--- config.mk ---
export PLATFORM = sky130hd
export DESIGN_NAME = serial_frame_rx
export DESIGN_NICKNAME = d
export VERILOG_FILES = /design/src/rtl/serial_frame_pkg.sv /design/src/rtl/sipo_shift_reg.sv /design/src/rtl/serial_frame_rx.sv
export SDC_FILE = /design/constraint.sdc
export NUM_CORES = 1
export LEC_CHECK = 0
export CORE_ASPECT_RATIO = 0.9
export CORE_UTILIZATION = 55
export CTS_BUF_LIST = sky130_fd_sc_hd__clkbuf_16
export CTS_CLUSTER_DIAMETER = 150
export CTS_CLUSTER_SIZE = 24
export DETAILED_ROUTE_END_ITERATION = 8
export MAX_ROUTING_LAYER = met4
export PLACE_DENSITY = 0.82
export SYNTH_ARGS = -nofsm -noshare
export SYNTH_HDL_FRONTEND = slang
export SYNTH_SLANG_ARGS = --single-unit
--- constraint.sdc ---
create_clock -name clk -period 2.7 [get_ports clk]
set_input_delay 0.405 -clock clk [delete_from_list [all_inputs] [get_ports clk]]
set_output_delay 0.405 -clock clk [all_outputs]
set_load 0.05 [all_outputs]
--- src/rtl/serial_frame_pkg.sv ---
// Shared definitions for the serial frame transmit and receive paths:
// FSM state encoding and serial line levels.
package serial_frame_pkg;

   typedef enum logic [1:0] {
      ST_IDLE   = 2'd0,
      ST_DATA   = 2'd1,
      ST_PARITY = 2'd2,
      ST_STOP   = 2'd3
   } state_e;

   localparam logic LINE_IDLE = 1'b1;
   localparam logic START_BIT = 1'b0;
   localparam logic STOP_BIT  = 1'b1;

   // Even parity: the parity bit makes the total count of ones even.
   function automatic logic even_parity_mismatch(input logic data_xor, input logic par_bit);
      return data_xor ^ par_bit;
   endfunction

endpackage

--- src/rtl/sipo_shift_reg.sv ---
// Serial-in/parallel-out shift register. New bits enter at the MSB, so an
// LSB-first stream lines up with bit 0 after WIDTH shifts.
module sipo_shift_reg #(
   parameter int unsigned WIDTH = 8
) (
   input  logic             clk,
   input  logic             rst,
   input  logic             clr,
   input  logic             shift_en,
   input  logic             si,
   output logic [WIDTH-1:0] q
);

   logic [WIDTH-1:0] q_q;
   logic [WIDTH-1:0] q_d;

   always_comb begin
      q_d = q_q;
      if (clr) begin
         q_d = '0;
      end else if (shift_en) begin
         q_d = {si, q_q[WIDTH-1:1]};
      end
   end

   always_ff @(posedge clk) begin
      if (rst) begin
         q_q <= '0;
      end else begin
         q_q <= q_d;
      end
   end

   assign q = q_q;

endmodule

--- src/rtl/serial_frame_rx.sv ---
// Serial frame receiver: start bit, WIDTH data bits LSB first, optional even
// parity, stop bit; the received word is held on a valid/ready output.
module serial_frame_rx
   import serial_frame_pkg::*;
#(
   parameter int unsigned WIDTH     = 8,
   parameter bit          PARITY_EN = 1'b1
) (
   input  logic             clk,
   input  logic             rst,
   input  logic             si,
   input  logic             bit_en,
   output logic [WIDTH-1:0] dout,
   output logic             dout_valid,
   input  logic             dout_ready,
   output logic             parity_err,
   output logic             frame_err,
   output logic             overrun,
   output logic             busy
);

   localparam int unsigned     CNT_W    = $clog2(WIDTH);
   localparam logic [CNT_W-1:0] LAST_CNT = CNT_W'(WIDTH - 1);

   state_e             state_q, state_d;
   logic [CNT_W-1:0]   bit_cnt_q, bit_cnt_d;
   logic               par_bit_q, par_bit_d;
   logic [WIDTH-1:0]   shreg;
   logic               shift_en;
   logic               shreg_clr;

   logic [WIDTH-1:0]   dout_q, dout_d;
   logic               dout_valid_q, dout_valid_d;
   logic               parity_err_q, parity_err_d;
   logic               frame_err_q, frame_err_d;
   logic               overrun_q, overrun_d;
   logic               busy_q, busy_d;

   logic               load_word;
   logic               word_par_err;

   sipo_shift_reg #(
      .WIDTH(WIDTH)
   ) u_shreg (
      .clk      (clk),
      .rst      (rst),
      .clr      (shreg_clr),
      .shift_en (shift_en),
      .si       (si),
      .q        (shreg)
   );

   // Next-state logic; every transition is gated by the bit strobe.
   always_comb begin
      state_d     = state_q;
      bit_cnt_d   = bit_cnt_q;
      par_bit_d   = par_bit_q;
      shift_en    = 1'b0;
      shreg_clr   = 1'b0;
      load_word   = 1'b0;
      frame_err_d = 1'b0;
      overrun_d   = 1'b0;

      if (bit_en) begin
         case (state_q)
            ST_IDLE: begin
               if (si == START_BIT) begin
                  state_d   = ST_DATA;
                  bit_cnt_d = '0;
                  shreg_clr = 1'b1;
               end
            end
            ST_DATA: begin
               shift_en = 1'b1;
               if (bit_cnt_q == LAST_CNT) begin
                  // Park the counter instead of letting it wrap past WIDTH-1.
                  bit_cnt_d = '0;
                  state_d   = PARITY_EN ? ST_PARITY : ST_STOP;
               end else begin
                  bit_cnt_d = bit_cnt_q + 1'b1;
               end
            end
            ST_PARITY: begin
               par_bit_d = si;
               state_d   = ST_STOP;
            end
            ST_STOP: begin
               state_d = ST_IDLE;
               if (si == STOP_BIT) begin
                  if (!dout_valid_q || dout_ready) begin
                     load_word = 1'b1;
                  end else begin
                     overrun_d = 1'b1;
                  end
               end else begin
                  frame_err_d = 1'b1;
               end
            end
            default: begin
               state_d = ST_IDLE;
            end
         endcase
      end
   end

   assign word_par_err = PARITY_EN & even_parity_mismatch(^shreg, par_bit_q);

   // Output register: a load in the handshake cycle keeps valid high with new data.
   always_comb begin
      dout_d       = dout_q;
      dout_valid_d = dout_valid_q;
      parity_err_d = parity_err_q;
      if (load_word) begin
         dout_d       = shreg;
         dout_valid_d = 1'b1;
         parity_err_d = word_par_err;
      end else if (dout_valid_q && dout_ready) begin
         dout_valid_d = 1'b0;
      end
   end

   assign busy_d = (state_d != ST_IDLE);

   always_ff @(posedge clk) begin
      if (rst) begin
         state_q      <= ST_IDLE;
         bit_cnt_q    <= '0;
         par_bit_q    <= 1'b0;
         dout_q       <= '0;
         dout_valid_q <= 1'b0;
         parity_err_q <= 1'b0;
         frame_err_q  <= 1'b0;
         overrun_q    <= 1'b0;
         busy_q       <= 1'b0;
      end else begin
         state_q      <= state_d;
         bit_cnt_q    <= bit_cnt_d;
         par_bit_q    <= par_bit_d;
         dout_q       <= dout_d;
         dout_valid_q <= dout_valid_d;
         parity_err_q <= parity_err_d;
         frame_err_q  <= frame_err_d;
         overrun_q    <= overrun_d;
         busy_q       <= busy_d;
      end
   end

   assign dout       = dout_q;
   assign dout_valid = dout_valid_q;
   assign parity_err = parity_err_q;
   assign frame_err  = frame_err_q;
   assign overrun    = overrun_q;
   assign busy       = busy_q;

endmodule

After elaboration in Yosys (flattened, before gate mapping)

Cells that the tools add are included.

Word-level logic and storage cells: 52
Memories kept: 0
RAM bits: 0
Memory bits (read-only): 0
Input bits: 5
Output and inout bits: 13
Register bits: 27
Latch bits: 0

Add/subtract/negate cells: 1
Div/mod/pow operators: 0
$lt $le $gt $ge: 0
Reductions and logical operators: 13
Bitwise logic cells: 4
Equal/unequal tests: 5
$mul: 0
Shift operators: 0
Muxes and demuxes: 19

Operators by type and width:

| operator            | count |
|---|---|
| $mux 1              | 12 |
| $pmux 2 s4          | 1 |
| $reduce_xor 8->1    | 1 |
| $mux 2              | 3 |
| $mux 3              | 2 |
| $pmux 3 s2          | 1 |
| $reduce_bool 2->1   | 3 |
| $eq 2x2->1 const B  | 2 |
| $reduce_or 4->1     | 1 |
| $add 3x1->3 const B | 1 |
| $eq 3x3->1 const B  | 1 |
| $not 1->1           | 3 |
| $reduce_and 3->1    | 1 |
| $reduce_or 3->1     | 1 |
| $eq 2x1->1 const B  | 1 |
| $logic_not 2->1     | 1 |
| $ne 2x2->1 const B  | 1 |
| $reduce_and 2->1    | 1 |
| $reduce_or 2->1     | 1 |
| $logic_and 1x1->1   | 1 |
| $logic_not 1->1     | 1 |
| $logic_or 1x1->1    | 1 |
| $xor 1x1->1         | 1 |

Logic depth before layout (Yosys ltp)

Depth after elaboration: 7
Gate-level depth with buffers: 5
Mapped depth without buffers: 5

Hierarchy

Synthesis repeated with hierarchy kept, for this count alone.

Cells, all modules: 108
Area total of the unflattened synthesis: 1146.1 µm²

By module, submodules not included:

| module          | area each (µm²) | cells each | sequential area each (µm²) | instances |
|---|---|---|---|---|
| serial_frame_rx | 850.8           | 81         | 380.4                      | 1 |
| sipo_shift_reg  | 295.3           | 27         | 160.2                      | 1 |

Worst setup path before layout

No wires, ideal clock.

Path type: register -> register
From: register state_q[0]
To: register bit_cnt_q[0]
Data required time: 2.629 ns
Path buffers: 1
Data arrival time: 1.369 ns
Setup slack: 1.260 ns
Period minus slack after synthesis: 1.440 ns
Library setup time: 0.071 ns
Stages on the path, launching flop included: 6
Cells stage by stage: dfxtp_1 > buf_6 > inv_4 > a211o_1 > or4b_1 > a21oi_1

Longest elaborated chain between the ends: 3
Elaborated cells on any way between the ends: 6
Those cells by class: eq/ne: 2; mux: 1; reduce/logical: 3

Ends and longest elaborated chain:

| element                                                   | line                   | RTL |
|---|---|---|
| from (decl)                                               | serial_frame_rx.sv:25  | `state_e state_q, state_d;` |
| from (signal assigned)                                    | serial_frame_rx.sv:136 | `state_q <= state_d;` |
| $eq 2x1->1 or $logic_not 2->1 (tied branches)             | serial_frame_rx.sv:65  | `case (state_q)` |
| $reduce_bool 2->1 (no line) or $ne 2x2->1 (tied branches) | -                      |  |
| $reduce_and 3->1 (no line)                                | -                      |  |
| to (signal assigned)                                      | serial_frame_rx.sv:137 | `bit_cnt_q <= bit_cnt_d;` |
| to (decl)                                                 | serial_frame_rx.sv:26  | `logic [CNT_W-1:0] bit_cnt_q, bit_cnt_d;` |

Several ways; a longest one is shown, not always the timed one.
A chain may end at the register's enable or synchronous reset.

Final worst setup path

From: input si
To: register parity_err_q, in the netlist parity_err

Longest elaborated chain between the ends: 3

Ends and longest elaborated chain:

| element              | line                   | RTL |
|---|---|---|
| from (decl)          | serial_frame_rx.sv:11  | `input logic si,` |
| $mux 1               | serial_frame_rx.sv:89  | `if (si == STOP_BIT) begin` |
| $mux 1               | serial_frame_rx.sv:65  |  |
| $mux 1               | serial_frame_rx.sv:64  | `if (bit_en) begin` |
| to (signal assigned) | serial_frame_rx.sv:141 | `parity_err_q <= parity_err_d;` |
| to (decl)            | serial_frame_rx.sv:34  | `logic parity_err_q, parity_err_d;` |

No other way between the ends.

==> flow_summary.json <==
{
  "status": "completed",
  "finalHoldViolCount": 0,
  "synthArstFlopShare_pct": 0,
  "grt_max_degree": 15,
  "leakagePower_nw": 0.568,
  "cp_data_arrival_time_ps": 2040,
  "cp-startpoint": "si",
  "dp_slack_ps": 557,
  "slew_violations": 0,
  "core_region_area_um2": 1930,
  "antennaDiodeCount": 0,
  "crit_family": "simple AND/OR/NAND/NOR gates",
  "cts_setup_buffers": 0,
  "synth_area_leaders": "dfxtp_1 47%, mux2i_1 14%, nor2_1 5.6%, xnor3_1 4.0%, a21oi_1 3.1%",
  "cp_cell_sequence": "clkdlybuf4s50_1, nand4_1, nor2_4, nand2_1, o311ai_1",
  "peakVddDrop_uv": 475,
  "hpwl_mm": 1.52,
  "fin_skew_ps": 2.36,
  "rsz0062_at_grt": "no",
  "drt_first_iter_violations": 10,
  "synth_enable_flop_cells": 0,
  "placedCellCount": 154,
  "initial_core_util_pct": 58.9,
  "crit_fanout": 9,
  "die_width_um": 50.0,
  "cp-start-kind": "primary input",
  "die_h_um": 45.2,
  "cp.required_ps": 2860,
  "finalSetupViolations": 0,
  "stdcell_count": 158,
  "fin_ws_ps": 811,
  "met1_usage_pct": 27.5,
  "relSlewSlack_pct": 65.9,
  "drv_cap": 0,
  "htreeDepth": 1,
  "clockRootBuffer": "clkbuf_16",
  "dieArea_um2": 2260,
  "final_antenna_net_count": 0,
  "switchingPower_w": 0.000154,
  "crit_cells": 5,
  "cts_sinks": 27,
  "power_frac_comb_pct": 5.5,
  "fill_cells": 141,
  "ys.flop_type": "dfxtp_1",
  "io_buffer_count": 17,
  "fin_crit_ps": 1890,
  "synth_cell_types": 30,
  "power_frac_clock_pct": 41.9,
  "viasPerCell": 5.35,
  "syn_area_per_cell_um2": 9.90,
  "r2r-start": "state_q[1]$_SDFF_PP0_",
  "fin_nets": 141,
  "drc_errors": 0,
  "routed_wl_mm": 2.13,
  "p_sw_share_pct": 19.9,
  "p_seq_share_pct": 52.6,
  "yosysMostFrequentCell": "dfxtp_1",
  "clockBufferDepth": 2,
  "grt_pass1_vias": 789,
  "worst_pin_slew_ps": 510,
  "grt_usage_pct": 22.2,
  "cts_resized": 0,
  "yosysSeqAreaShare_pct": 47.5,
  "gr-usage-met3_pct": 3.03,
  "ys_ff_latch": 27,
  "critPathMaxStageDelay_ps": 590,
  "min_from": "bit_cnt_q[2]$_SDFFE_PP0P_",
  "rr_worst_depth": 4,
  "wl_per_cell_um": 13.5,
  "holdCritPathClass": "flip-flop to flip-flop",
  "drive_gt1_share_pct": 5.26,
  "grtUsageMet2_pct": 36.5,
  "cellPowerDensity_nw_per_um2": 549,
  "internal-power_w": 0.000617,
  "synthCells": 115,
  "gp_congestion": 0.771,
  "gr-total-overflow": 0,
  "clock.fmax_mhz": 529,
  "clk_pin_slew_worst_paths_ps": 60,
  "fin_crit_sh_pct": 70.0,
  "min_delay_path_depth": 2,
  "cts_tree": "built",
  "drt-pass1-iter-count": 4,
  "antenna_found_initial": 0,
  "holdWs_ps": 464,
  "setup.worst_path.class": "primary input to flip-flop",
  "cts_buffers": 3,
  "synth_warnings": 0,
  "yosys.area.top_type_share_pct": 47.5,
  "ios": 18,
  "grt_pass1_wl_mm": 3.53,
  "rows": 15,
  "synth_commonest_cells": "27 x dfxtp_1, 17 x nor2_1, 16 x mux2i_1",
  "critPathCaptureType": "flip-flop",
  "grt.busiest_layer": "met2",
  "worstSkewPairLatency_ps": 260,
  "crit_path_top_delay_cell": "clkdlybuf4s50_1",
  "path_buf_inv": 1,
  "tns_ps": 0,
  "vias": 846,
  "hold_buffers": 0,
  "synth_top_cell_by_area": "dfxtp_1",
  "area_delta_synth_final_pct": 23.3,
  "syn_nets": 122,
  "synth.cell_area_um2": 1140
}
-- per-stage QoR --
stage | utilization (%) | cell area, um^2 | power, W
after global placement | 68.5 | 1330 | 0.000456
after CTS | 72.6 | 1400 | 0.000776
after detailed placement | 68.5 | 1330 | 0.000456
after global routing | 72.6 | 1400 | 0.000795
final | 72.6 | 1400 | 0.000771
after floorplan | - | 1140 | 0.000443
-- power by group through the flow --
stage	registers, W	clock network, W	logic, W
after floorplan	0.000416	0	0.0000270
after global placement	0.000415	0	0.0000416
after detailed placement	0.000415	0	0.0000415
after CTS	0.000406	0.000329	0.0000421
after global routing	0.000406	0.000343	0.0000462
final	0.000406	0.000323	0.0000424
-- layout by cell type, fill, tap and decap left out --
master           synthesis  layout
nand3_1                  3       3
a21o_1                   1       1
nor2b_1                  3       3
xnor2_1                  2       2
ha_1                     2       2
xnor3_1                  2       2
nand4_1                  1       1
or4b_1                   1       1
o311a_1                  1       1
inv_1                    3       4
nand2b_1                 1       1
nand4b_1                 2       2
o21ai_0                  2       2
clkdlybuf4s50_1          0      17
dfxtp_1                 27      27
clkbuf_16                0       3
and3_1                   1       1
xor2_1                   1       1
mux2i_1                 16      16
o211ai_1                 1       1
o311ai_1                 1       1
nor2_1                  17      17
a21oi_1                  7       7
nand2_1                  7       7
buf_4                    1       2
nor3_1                   5       5
inv_4                    1       1
a211o_1                  1       1
nor2_4                   1       1
-- worst min-delay path, cell delays in order (launching register included) --
cell and delay, ps:
dfxtp_1 320, nand2_1 50, a21oi_1 50
-- path summary, 6_finish.rpt --
kind,endpoint,slack (ps)
min,bit_cnt_q[2]$_SDFFE_PP0P_,460
max reg2reg,parity_err$_SDFFE_PP0P_,990
min reg2reg,bit_cnt_q[2]$_SDFFE_PP0P_,460
max,parity_err$_SDFFE_PP0P_,810
-- area by class of cell --
| cell class | count | area [um^2] | area share, % |
|---|---|---|---|
| inverter | 4 | 17.5 | 1.25 |
| clock buffer | 3 | 75.1 | 5.35 |
| clock inverter | 1 | 3.75 | 0.267 |
| timing repair buffer | 19 | 185 | 13.2 |
| sequential | 27 | 541 | 38.5 |
| tap | 25 | 31.3 | 2.23 |
| multi-input combinational | 79 | 551 | 39.2 |
-- sequential cells by signal, summed over array words and instances (netlist names) --
register	count
busy	1
frame_err	1
u_shreg.q	8
par_bit_q	1
dout_valid	1
overrun	1
bit_cnt_q	3
parity_err	1
dout	8
state_q	2
-- routing by layer --
| metal | vias up | wire length [um] |
|---|---|---|
| li1 | 434 | - |
| met1 | 385 | 1030 |
| met2 | 23 | 981 |
| met3 | 4 | 83 |
| met4 | 0 | 27 |
| met5 | - | 0 |
-- cells by family (layout without fill, tap and decap cells) --
family                     Yosys count  in the layout  synth area share, %
AOI/OAI and AO/OA                   14             14                 7.69
xor gates and xnor gates             5              5                 6.26
adders and majority gates            2              2                 2.20
buffers and inverters                9             27                 4.18
DFF                                 27             27                 47.5
muxes                               16             16                 14.1
and+or+nand+nor                     42             42                 18.1
Power figures use the tool's default switching activity.
